### src/rtl/sdpb_frame_reader_if.sv
// Valid/ready word stream from the frame reader to the matrix serializer.
interface sdpb_frame_reader_if #(
  parameter int DATA_WIDTH = 32
);
  logic [DATA_WIDTH-1:0] m_data;
  logic                  m_valid;
  logic                  m_ready;
  logic                  m_last;

  modport master (output m_data, m_valid, m_last, input m_ready);
  modport slave  (input m_data, m_valid, m_last, output m_ready);
endinterface

### src/rtl/sdpb_frame_reader.sv
// Streams one bank of the double-buffered frame store out of the BRAM read port,
// with a 2-entry fall-through FIFO hiding the 1-cycle read latency.
module sdpb_frame_reader #(
  parameter int ADDR_WIDTH  = 9,
  parameter int DATA_WIDTH  = 32,
  parameter int FRAME_WORDS = 256
) (
  input  logic                  clk,
  input  logic                  reset,
  input  logic                  start,
  input  logic                  bank,
  input  logic                  abort,
  output logic                  busy,
  output logic                  done,
  output logic                  ram_ceb,
  output logic [ADDR_WIDTH-1:0] ram_adb,
  output logic                  ram_oce,
  input  logic [DATA_WIDTH-1:0] ram_dout,
  sdpb_frame_reader_if.master   m
);
  typedef enum logic [1:0] {IDLE, READ, DRAIN, DONE_S} state_t;

  state_t                     state;
  logic                       bank_q;
  logic [ADDR_WIDTH-1:0]      issue_cnt, out_cnt, adb_q;
  logic                       inflight;
  logic [1:0]                 cnt;
  logic                       wr_ptr, rd_ptr;
  logic [1:0][DATA_WIDTH-1:0] mem;

  logic                  pop, issue;
  logic [ADDR_WIDTH-1:0] base, rd_addr;

  assign pop = m.m_valid & m.m_ready;

  // Credit rule: FIFO words plus the read in flight, less this cycle's pop, must leave room.
  always_comb begin
    base    = bank_q ? ADDR_WIDTH'(FRAME_WORDS) : '0;
    rd_addr = base + issue_cnt;
    issue   = (state == READ) && !abort &&
              (({1'b0, cnt} + {2'b0, inflight}) < (3'd2 + {2'b0, pop}));
  end

  assign ram_ceb   = issue;
  assign ram_adb   = issue ? rd_addr : adb_q;
  assign ram_oce   = 1'b1;
  assign busy      = (state == READ) || (state == DRAIN);
  assign done      = (state == DONE_S);
  assign m.m_valid = (cnt != 2'd0);
  assign m.m_data  = mem[rd_ptr];
  assign m.m_last  = m.m_valid && (out_cnt == ADDR_WIDTH'(FRAME_WORDS - 1));

  always_ff @(posedge clk or posedge reset) begin
    if (reset) begin
      state     <= IDLE;
      bank_q    <= 1'b0;
      issue_cnt <= '0;
      out_cnt   <= '0;
      adb_q     <= '0;
      inflight  <= 1'b0;
      cnt       <= '0;
      wr_ptr    <= 1'b0;
      rd_ptr    <= 1'b0;
      mem       <= '0;
    end else begin
      if (issue) adb_q <= rd_addr;
      if (abort && state != IDLE) begin
        // Cancel drops the FIFO contents and whatever read is still in flight.
        state    <= IDLE;
        inflight <= 1'b0;
        cnt      <= '0;
        wr_ptr   <= 1'b0;
        rd_ptr   <= 1'b0;
      end else begin
        inflight <= issue;
        if (inflight) begin
          mem[wr_ptr] <= ram_dout;
          wr_ptr      <= ~wr_ptr;
        end
        if (pop) begin
          rd_ptr  <= ~rd_ptr;
          out_cnt <= out_cnt + 1'b1;
        end
        cnt <= cnt + {1'b0, inflight} - {1'b0, pop};
        if (issue) issue_cnt <= issue_cnt + 1'b1;
        case (state)
          IDLE, DONE_S: begin
            if (start && !abort) begin
              state     <= READ;
              bank_q    <= bank;
              issue_cnt <= '0;
              out_cnt   <= '0;
            end else begin
              state <= IDLE;
            end
          end
          READ:    if (issue && issue_cnt == ADDR_WIDTH'(FRAME_WORDS - 1)) state <= DRAIN;
          DRAIN:   if (pop && m.m_last) state <= DONE_S;
          default: state <= IDLE;
        endcase
      end
    end
  end
endmodule

### src/flat_wrapper.sv
// flat-port wrapper written by rule: the top's interface ports become plain ports
module sdpb_frame_reader_flat 
#(
  parameter int ADDR_WIDTH  = 9,
  parameter int DATA_WIDTH  = 32,
  parameter int FRAME_WORDS = 256
)
  (clk, reset, start, bank, abort, busy, done, ram_ceb, ram_adb, ram_oce, ram_dout, m_m_data, m_m_valid, m_m_last, m_m_ready);
  sdpb_frame_reader_if #(.DATA_WIDTH(DATA_WIDTH)) m_i ();
  input  logic clk;
  input  logic reset;
  input  logic start;
  input  logic bank;
  input  logic abort;
  output logic busy;
  output logic done;
  output logic ram_ceb;
  output logic [ADDR_WIDTH-1:0] ram_adb;
  output logic ram_oce;
  input  logic [DATA_WIDTH-1:0] ram_dout;
  output wire logic [$bits(m_i.m_data)-1:0] m_m_data;
  output wire logic [$bits(m_i.m_valid)-1:0] m_m_valid;
  output wire logic [$bits(m_i.m_last)-1:0] m_m_last;
  input wire logic [$bits(m_i.m_ready)-1:0] m_m_ready;
  assign m_m_data = m_i.m_data;
  assign m_m_valid = m_i.m_valid;
  assign m_m_last = m_i.m_last;
  assign m_i.m_ready = m_m_ready;
  sdpb_frame_reader #(.ADDR_WIDTH(ADDR_WIDTH), .DATA_WIDTH(DATA_WIDTH), .FRAME_WORDS(FRAME_WORDS)) u_core (.clk(clk), .reset(reset), .start(start), .bank(bank), .abort(abort), .busy(busy), .done(done), .ram_ceb(ram_ceb), .ram_adb(ram_adb), .ram_oce(ram_oce), .ram_dout(ram_dout), .m(m_i));
endmodule
### config.mk
export PLATFORM = sky130hd
export DESIGN_NAME = sdpb_frame_reader_flat
export DESIGN_NICKNAME = d
export VERILOG_FILES = /design/src/rtl/sdpb_frame_reader_if.sv /design/src/rtl/sdpb_frame_reader.sv /design/src/flat_wrapper.sv
export SDC_FILE = /design/constraint.sdc
export NUM_CORES = 1
export LEC_CHECK = 0
export CELL_PAD_IN_SITES_DETAIL_PLACEMENT = 2
export CELL_PAD_IN_SITES_GLOBAL_PLACEMENT = 2
export CORE_MARGIN = 5
export CORE_UTILIZATION = 35
export DETAILED_ROUTE_END_ITERATION = 8
export PLACE_DENSITY = 0.84
export SLEW_MARGIN = 20
export SYNTH_ARGS = -nofsm -noshare
export SYNTH_HDL_FRONTEND = slang
export SYNTH_SLANG_ARGS = --single-unit
### constraint.sdc
create_clock -name clk -period 4.2 [get_ports clk]
set_input_delay 1.26 -clock clk [delete_from_list [all_inputs] [get_ports clk]]
set_output_delay 1.26 -clock clk [all_outputs]
set_load 0.1 [all_outputs]
==> metrics, run 1 <==
clk_lat worst skew=0.35 ns; commonest non-fill, non-tap cell in the layout=mux2_2; critical path class=in2out; final RePlAce weighted congestion=0.780; Die ar.=15,600 um^2; number of setup buffers added after CTS=0; Cell Rows=42; outcome=finished clean; # diodes=0; Yosys top cell by area=dfrtp_1; CP peak stage delay=0.49 ns; core area=13,100 um^2; CP Buf/Inv Count=3; fin nets=497; I/O Buffers=83; Min-Delay Path Class=reg2reg; FF-to-FF End=u_core.mem[3]; Pre-antenna DRT Iters=4; CP Capture Type=output pin; clock tree buffer depth=2; Max-Cap Viols=0; RSZ-0062 raised after global routing=no; Reg2Reg Depth=6; Initial Util=35.2%; WP depth=7; Die H=125 um; CTS tree=built; worst path arrival time=2.82 ns; sequential fraction of the synthesis area=53.7%; number of global-route vias before repair=3,780; CTS Root Cell=clkbuf_16; Post-Syn Area=4610 um^2; worst path cell trace=clkdlybuf4s50_1 > nor2_1 > and2_1 > nand2_1 > buf_4 > mux2_2 > buf_12; Residual DRC=0; Worst R2R Start=u_core.state[0]; max-slew violation count=0; DR WL/cell=19.6 um; Ys Warns=0; commonest cells after routing, fill and taps aside=mux2_2, dfrtp_1, buf_4, clkdlybuf4s50_1, nand2_1; CP max-delay cell=clkdlybuf4s50_1; first-pass GRT wire length=20,600 um; Synth Instances=353; post-detail-place hpwl=9030 um; Slew headroom=35.6%; #FFs+latches synth=99; Final period util=97.1%; synth-to-layout area growth=31.6%; CTS Buf Count=9; clock-pin slew on the worst setup and hold paths=0.07 ns; Crit path max-delay family=buffers and inverters; Worst Path Max Fanout=7; worst setup margin=0.124 ns; routed via count=3,178; Place WS=0.0508 ns; via-per-instance ratio=5.06; worst-margin pin slew=0.963 ns; min cycle time layout=4.08 ns; final setup vio count=0; Worst Setup SP=abort; DR iter-0 viols=122; GR Overflow Total=0; Post-synth ARST share=100%; largest cells by area after synthesis=dfrtp_1, mux2_2, ha_1; critical path startpoint category=input pin; Hold-fix buffers, CTS=0; Synth cell types=43; r2r setup slk=1.83 ns; CTS HTree Levels=3; Most used DFF post-synth=dfrtp_1; Crit path required time=2.94 ns; Mean Syn Cell Area=13.1 um^2; share of layout cells above drive strength 1=42.0%; endpoints failing hold=0; DRT antenna net count=0; CP endpoint=ram_adb[2]; Post-synth EDFFs=0; fmax=245 MHz; Fin Clk Skew=0.00556 ns; largest net degree at the start of global routing=53; Syn Nets=403; Routed WL=12,300 um; die width=125 um; GRT Util Overall=16.6%; I/O pin count=85; Yosys top cell area share=53.7%; sum of negative setup slack=0 ns; CTS Sinks=99; initial antenna violation count=0
==> worst register-to-register path, stage by stage, from the launching register on <==
cell and delay [ns]:
dfrtp_1 0.42, inv_1 0.11, ha_1 0.22, nor2b_1 0.11
nor3_4 0.59, buf_4 0.41, mux2_2 0.39
==> how the worst min path moves through the flow <==
stage / start / slack (ns) / end / cells past startpoint
floorplan: u_core.mem[23] / 0.45 / u_core.mem[23] / 1
global placement: u_core.mem[23] / 0.46 / u_core.mem[23] / 1
detailed placement: u_core.mem[24] / 0.48 / u_core.mem[24] / 1
CTS: u_core.mem[24] / 0.50 / u_core.mem[24] / 1
global route: u_core.mem[12] / 0.52 / u_core.mem[12] / 1
finish: u_core.mem[24] / 0.50 / u_core.mem[24] / 1
==> cells by family (layout without fill, tap and decap cells) <==
group | count (synthesis) | after routing | synth area share (%)
adders and majority gates | 12 | 12 | 3.26
buffers and inverters | 25 | 124 | 2.55
xor gates and xnor gates | 10 | 10 | 1.90
AOI/OAI and AO/OA | 29 | 29 | 4.18
DFF | 99 | 99 | 53.7
muxes | 108 | 108 | 26.3
and+or+nand+nor | 69 | 69 | 8.06
other | 1 | 1 | 0.0813
==> final cells by class <==
| type | count | area, um^2 |
|---|---|---|
| flip-flops and latches | 99 | 2480 |
| clock inverters | 6 | 86.3 |
| repair buffers | 98 | 968 |
| well taps | 176 | 220 |
| clock buffers | 10 | 239 |
| multi-input cells | 229 | 2040 |
| inverters | 10 | 40.0 |
| fillers | 1281 | 7020 |
==> sequential cells by signal (all words and copies together) (netlist names) <==
| signal | count |
|---|---|
| u_core.state | 2 |
| u_core.rd_ptr | 1 |
| u_core.bank_q | 1 |
| u_core.cnt | 2 |
| u_core.mem | 64 |
| u_core.out_cnt | 9 |
| u_core.wr_ptr | 1 |
| u_core.inflight | 1 |
| u_core.adb_q | 9 |
| u_core.issue_cnt | 9 |
==> Yosys cell counts (all sizes together), types with 2 or more instances <==
cell    instances
mux2          104
dfrtp          99
nand2          19
nor2           14
ha             12
buf            10
a21oi           9
inv             9
o21ai           7
and2            6
clkbuf          5
nand3           5
nand4           5
or4             5
xnor2           5
xor2            5
mux2i           4
o31ai           4
and4            3
a211oi          2
a31oi           2
nand2b          2
nor3            2
or3             2
==> layer usage <==
layer  up-vias  routed length, um  global-route usage, %
met4         0                221                   5.29
met5         -                  0                      0
met3        16                387                   4.25
met2        75               6660                   30.2
li1       1434                  -                      -
met1      1653               5040                   19.1
==> what timing repair did <==
item | CTS | global route
cloned | 0 | 0
gates resized for setup | 1 | 1
setup endpoints to repair | 7 | 2
==> stage by stage <==
step / std cells / utilization, % / hold slack, ns / cell area [um^2]
floorplan: 353 / - / 0.454 / 4620
global placement: 612 / 43.9 / 0.464 / 5740
detailed placement: 612 / 43.9 / 0.481 / 5740
CTS: 628 / 46.3 / 0.497 / 6060
global route: 628 / 46.4 / 0.520 / 6070
finish: 628 / 46.4 / 0.495 / 6070
Power of run 1 is not shown: default switching activity piles up to over one toggle a cycle in this logic, so the estimate is an artifact.
==> inputs of run 2 (changes only) <==
- CORE_UTILIZATION: 35 -> 32
- PLACE_DENSITY: 0.84 -> 0.81
- clock period: 4.2 -> 3.4 ns (I/O delays scaled with it)
==> metrics, run 2 (same netlist as run 1, synthesis figures left out) <==
outcome=finished clean; fmax=302 MHz; Die ar.=16,900 um^2 (+8.6%); final setup vio count=0 (unchanged); Hold Crit Start=u_core.mem[24]; CTS tree=built; final instance area=6560 um^2 (+8.1%); Final period util=97.4%; Min-Delay Path Class=reg2reg; CTS HTree Levels=3 (unchanged); hold depth=1 (unchanged); clock tree buffer depth=2 (unchanged); critical path startpoint category=input pin; Initial Util=33.0% (-2.3 points); r2r setup slk=1.17 ns (-0.66 ns); DR WL/cell=20.2 um (+2.9%); FILL cells=1,348 (+5.2%); GR Overflow Total=0 (unchanged); CTS Root Cell=clkbuf_16; Hold-fix buffers, CTS=0 (unchanged); Fin Clk Skew=0.00668 ns (+0.00112 ns); fin nets=505 (+1.6%); CTS Sinks=99 (unchanged); Cell Rows=43 (+2.4%); DR iter-0 viols=184 (+51%); via-per-instance ratio=5.02 (-0.73%); DRT antenna net count=0 (unchanged); register with the most flip-flops=u_core.mem; post-detail-place hpwl=8960 um (-0.77%); share of layout cells above drive strength 1=43.8% (+1.8 points); endpoints failing hold=0 (unchanged); # diodes=0 (unchanged); die width=130 um (+4.2%); I/O pin count=85 (unchanged); Slew headroom=64.5% (+29 points); min cycle time layout=3.31 ns; CP Capture Type=output pin; max reg flops=64 (unchanged); max-slew violation count=0 (unchanged); number of global-route vias before repair=3,855 (+2.0%); Reg2Reg Depth=9 (+3); Residual DRC=0 (unchanged); I/O Buffers=83 (unchanged); core area=14,000 um^2 (+6.9%); FF-to-FF End=u_core.issue_cnt[5]; clk_lat worst skew=0.34 ns (about the same); commonest non-fill, non-tap cell in the layout=dfrtp_1; Worst Setup SP=abort; largest net degree at the start of global routing=100 (+89%); Pre-antenna DRT Iters=4 (unchanged); clock-pin slew on the worst setup and hold paths=0.07 ns (about the same); Max-Cap Viols=0 (unchanged); worst path arrival time=2.29 ns (-0.53 ns); hold endpoint=u_core.mem[24]; CTS Buf Count=9 (unchanged); initial antenna violation count=0 (unchanged); RSZ-0062 raised after global routing=no; placed inst area=6200 um^2 (+8.0%); synth-to-layout area growth=42.3%; first-pass GRT wire length=20,900 um (+1.7%); critical path class=in2out; Worst Path Max Fanout=5 (-2); worst-margin pin slew=0.532 ns (-0.431 ns); GRT Util Overall=16.2% (-0.44 points); Crit path required time=2.38 ns (-0.56 ns); Worst R2R Start=u_core.cnt[0]; final RePlAce weighted congestion=0.733 (-6.0%); routed via count=3,210 (+1.0%); Routed WL=12,900 um (+4.7%); Die H=130 um (+4.2%); commonest cells after routing, fill and taps aside=dfrtp_1, mux2_2, buf_12, clkdlybuf4s50_1, buf_4; sum of negative setup slack=0 ns (unchanged)
run 2: worst max path at each step:
stage            endpoint  depth (start not counted)
5_1_grt        ram_adb[5]                          7
4_1_cts        ram_adb[1]                          7
6_report       ram_adb[1]                          7
3_5_place_dp   ram_adb[2]                          7
2_1_floorplan  ram_adb[8]                          5
3_3_place_gp   ram_adb[1]                          7
run 2: worst max-delay path: stages:
cell           delay, ns
dlygate4sd2_1       0.26
nor2_2              0.13
and2_4              0.16
nand2_2             0.07
buf_6               0.15
mux2_4              0.32
buf_12              0.17
run 2: per-stage QoR:
| step | worst slack (ns) | std cells | hold slack, ns | util [%] |
|---|---|---|---|---|
| global placement | -0.173 | 620 | 0.463 | 44.3 |
| finish | 0.0870 | 639 | 0.498 | 46.9 |
| global route | 0.0242 | 639 | 0.519 | 46.9 |
| CTS | 0.0870 | 639 | 0.506 | 46.9 |
| detailed placement | -0.206 | 620 | 0.490 | 44.3 |
| floorplan | -0.160 | 353 | 0.454 | - |
run 2: repair_timing:
action | in CTS | in global routing
pin swaps | 3 | 0
setup buffers | 3 | 0
gates cloned | 1 | 0
setup endpoints to repair | 10 | 9
resized for setup | 17 | 2
run 2: layout make-up:
class                           instances  area, um^2  share of cell area, %
Clock buffer                           12         267                   4.06
Clock inverter                          3        21.3                  0.324
Inverter                               10        41.3                  0.629
Multi-Input combinational cell        229        2070                   31.6
Sequential cell                        99        2480                   37.8
Tap cell                              180         225                   3.43
Timing Repair Buffer                  106        1460                   22.2
run 2: layer usage:
metal  vias to the layer above  global-route usage, %  routed length (um)
li1                       1460                      -                   -
met4                         0                   5.20                 168
met2                        67                   29.5                6850
met5                         -                      0                   0
met3                        12                   3.32                 442
met1                      1671                   19.0                5420
Power of run 2 is left out for the same reason.
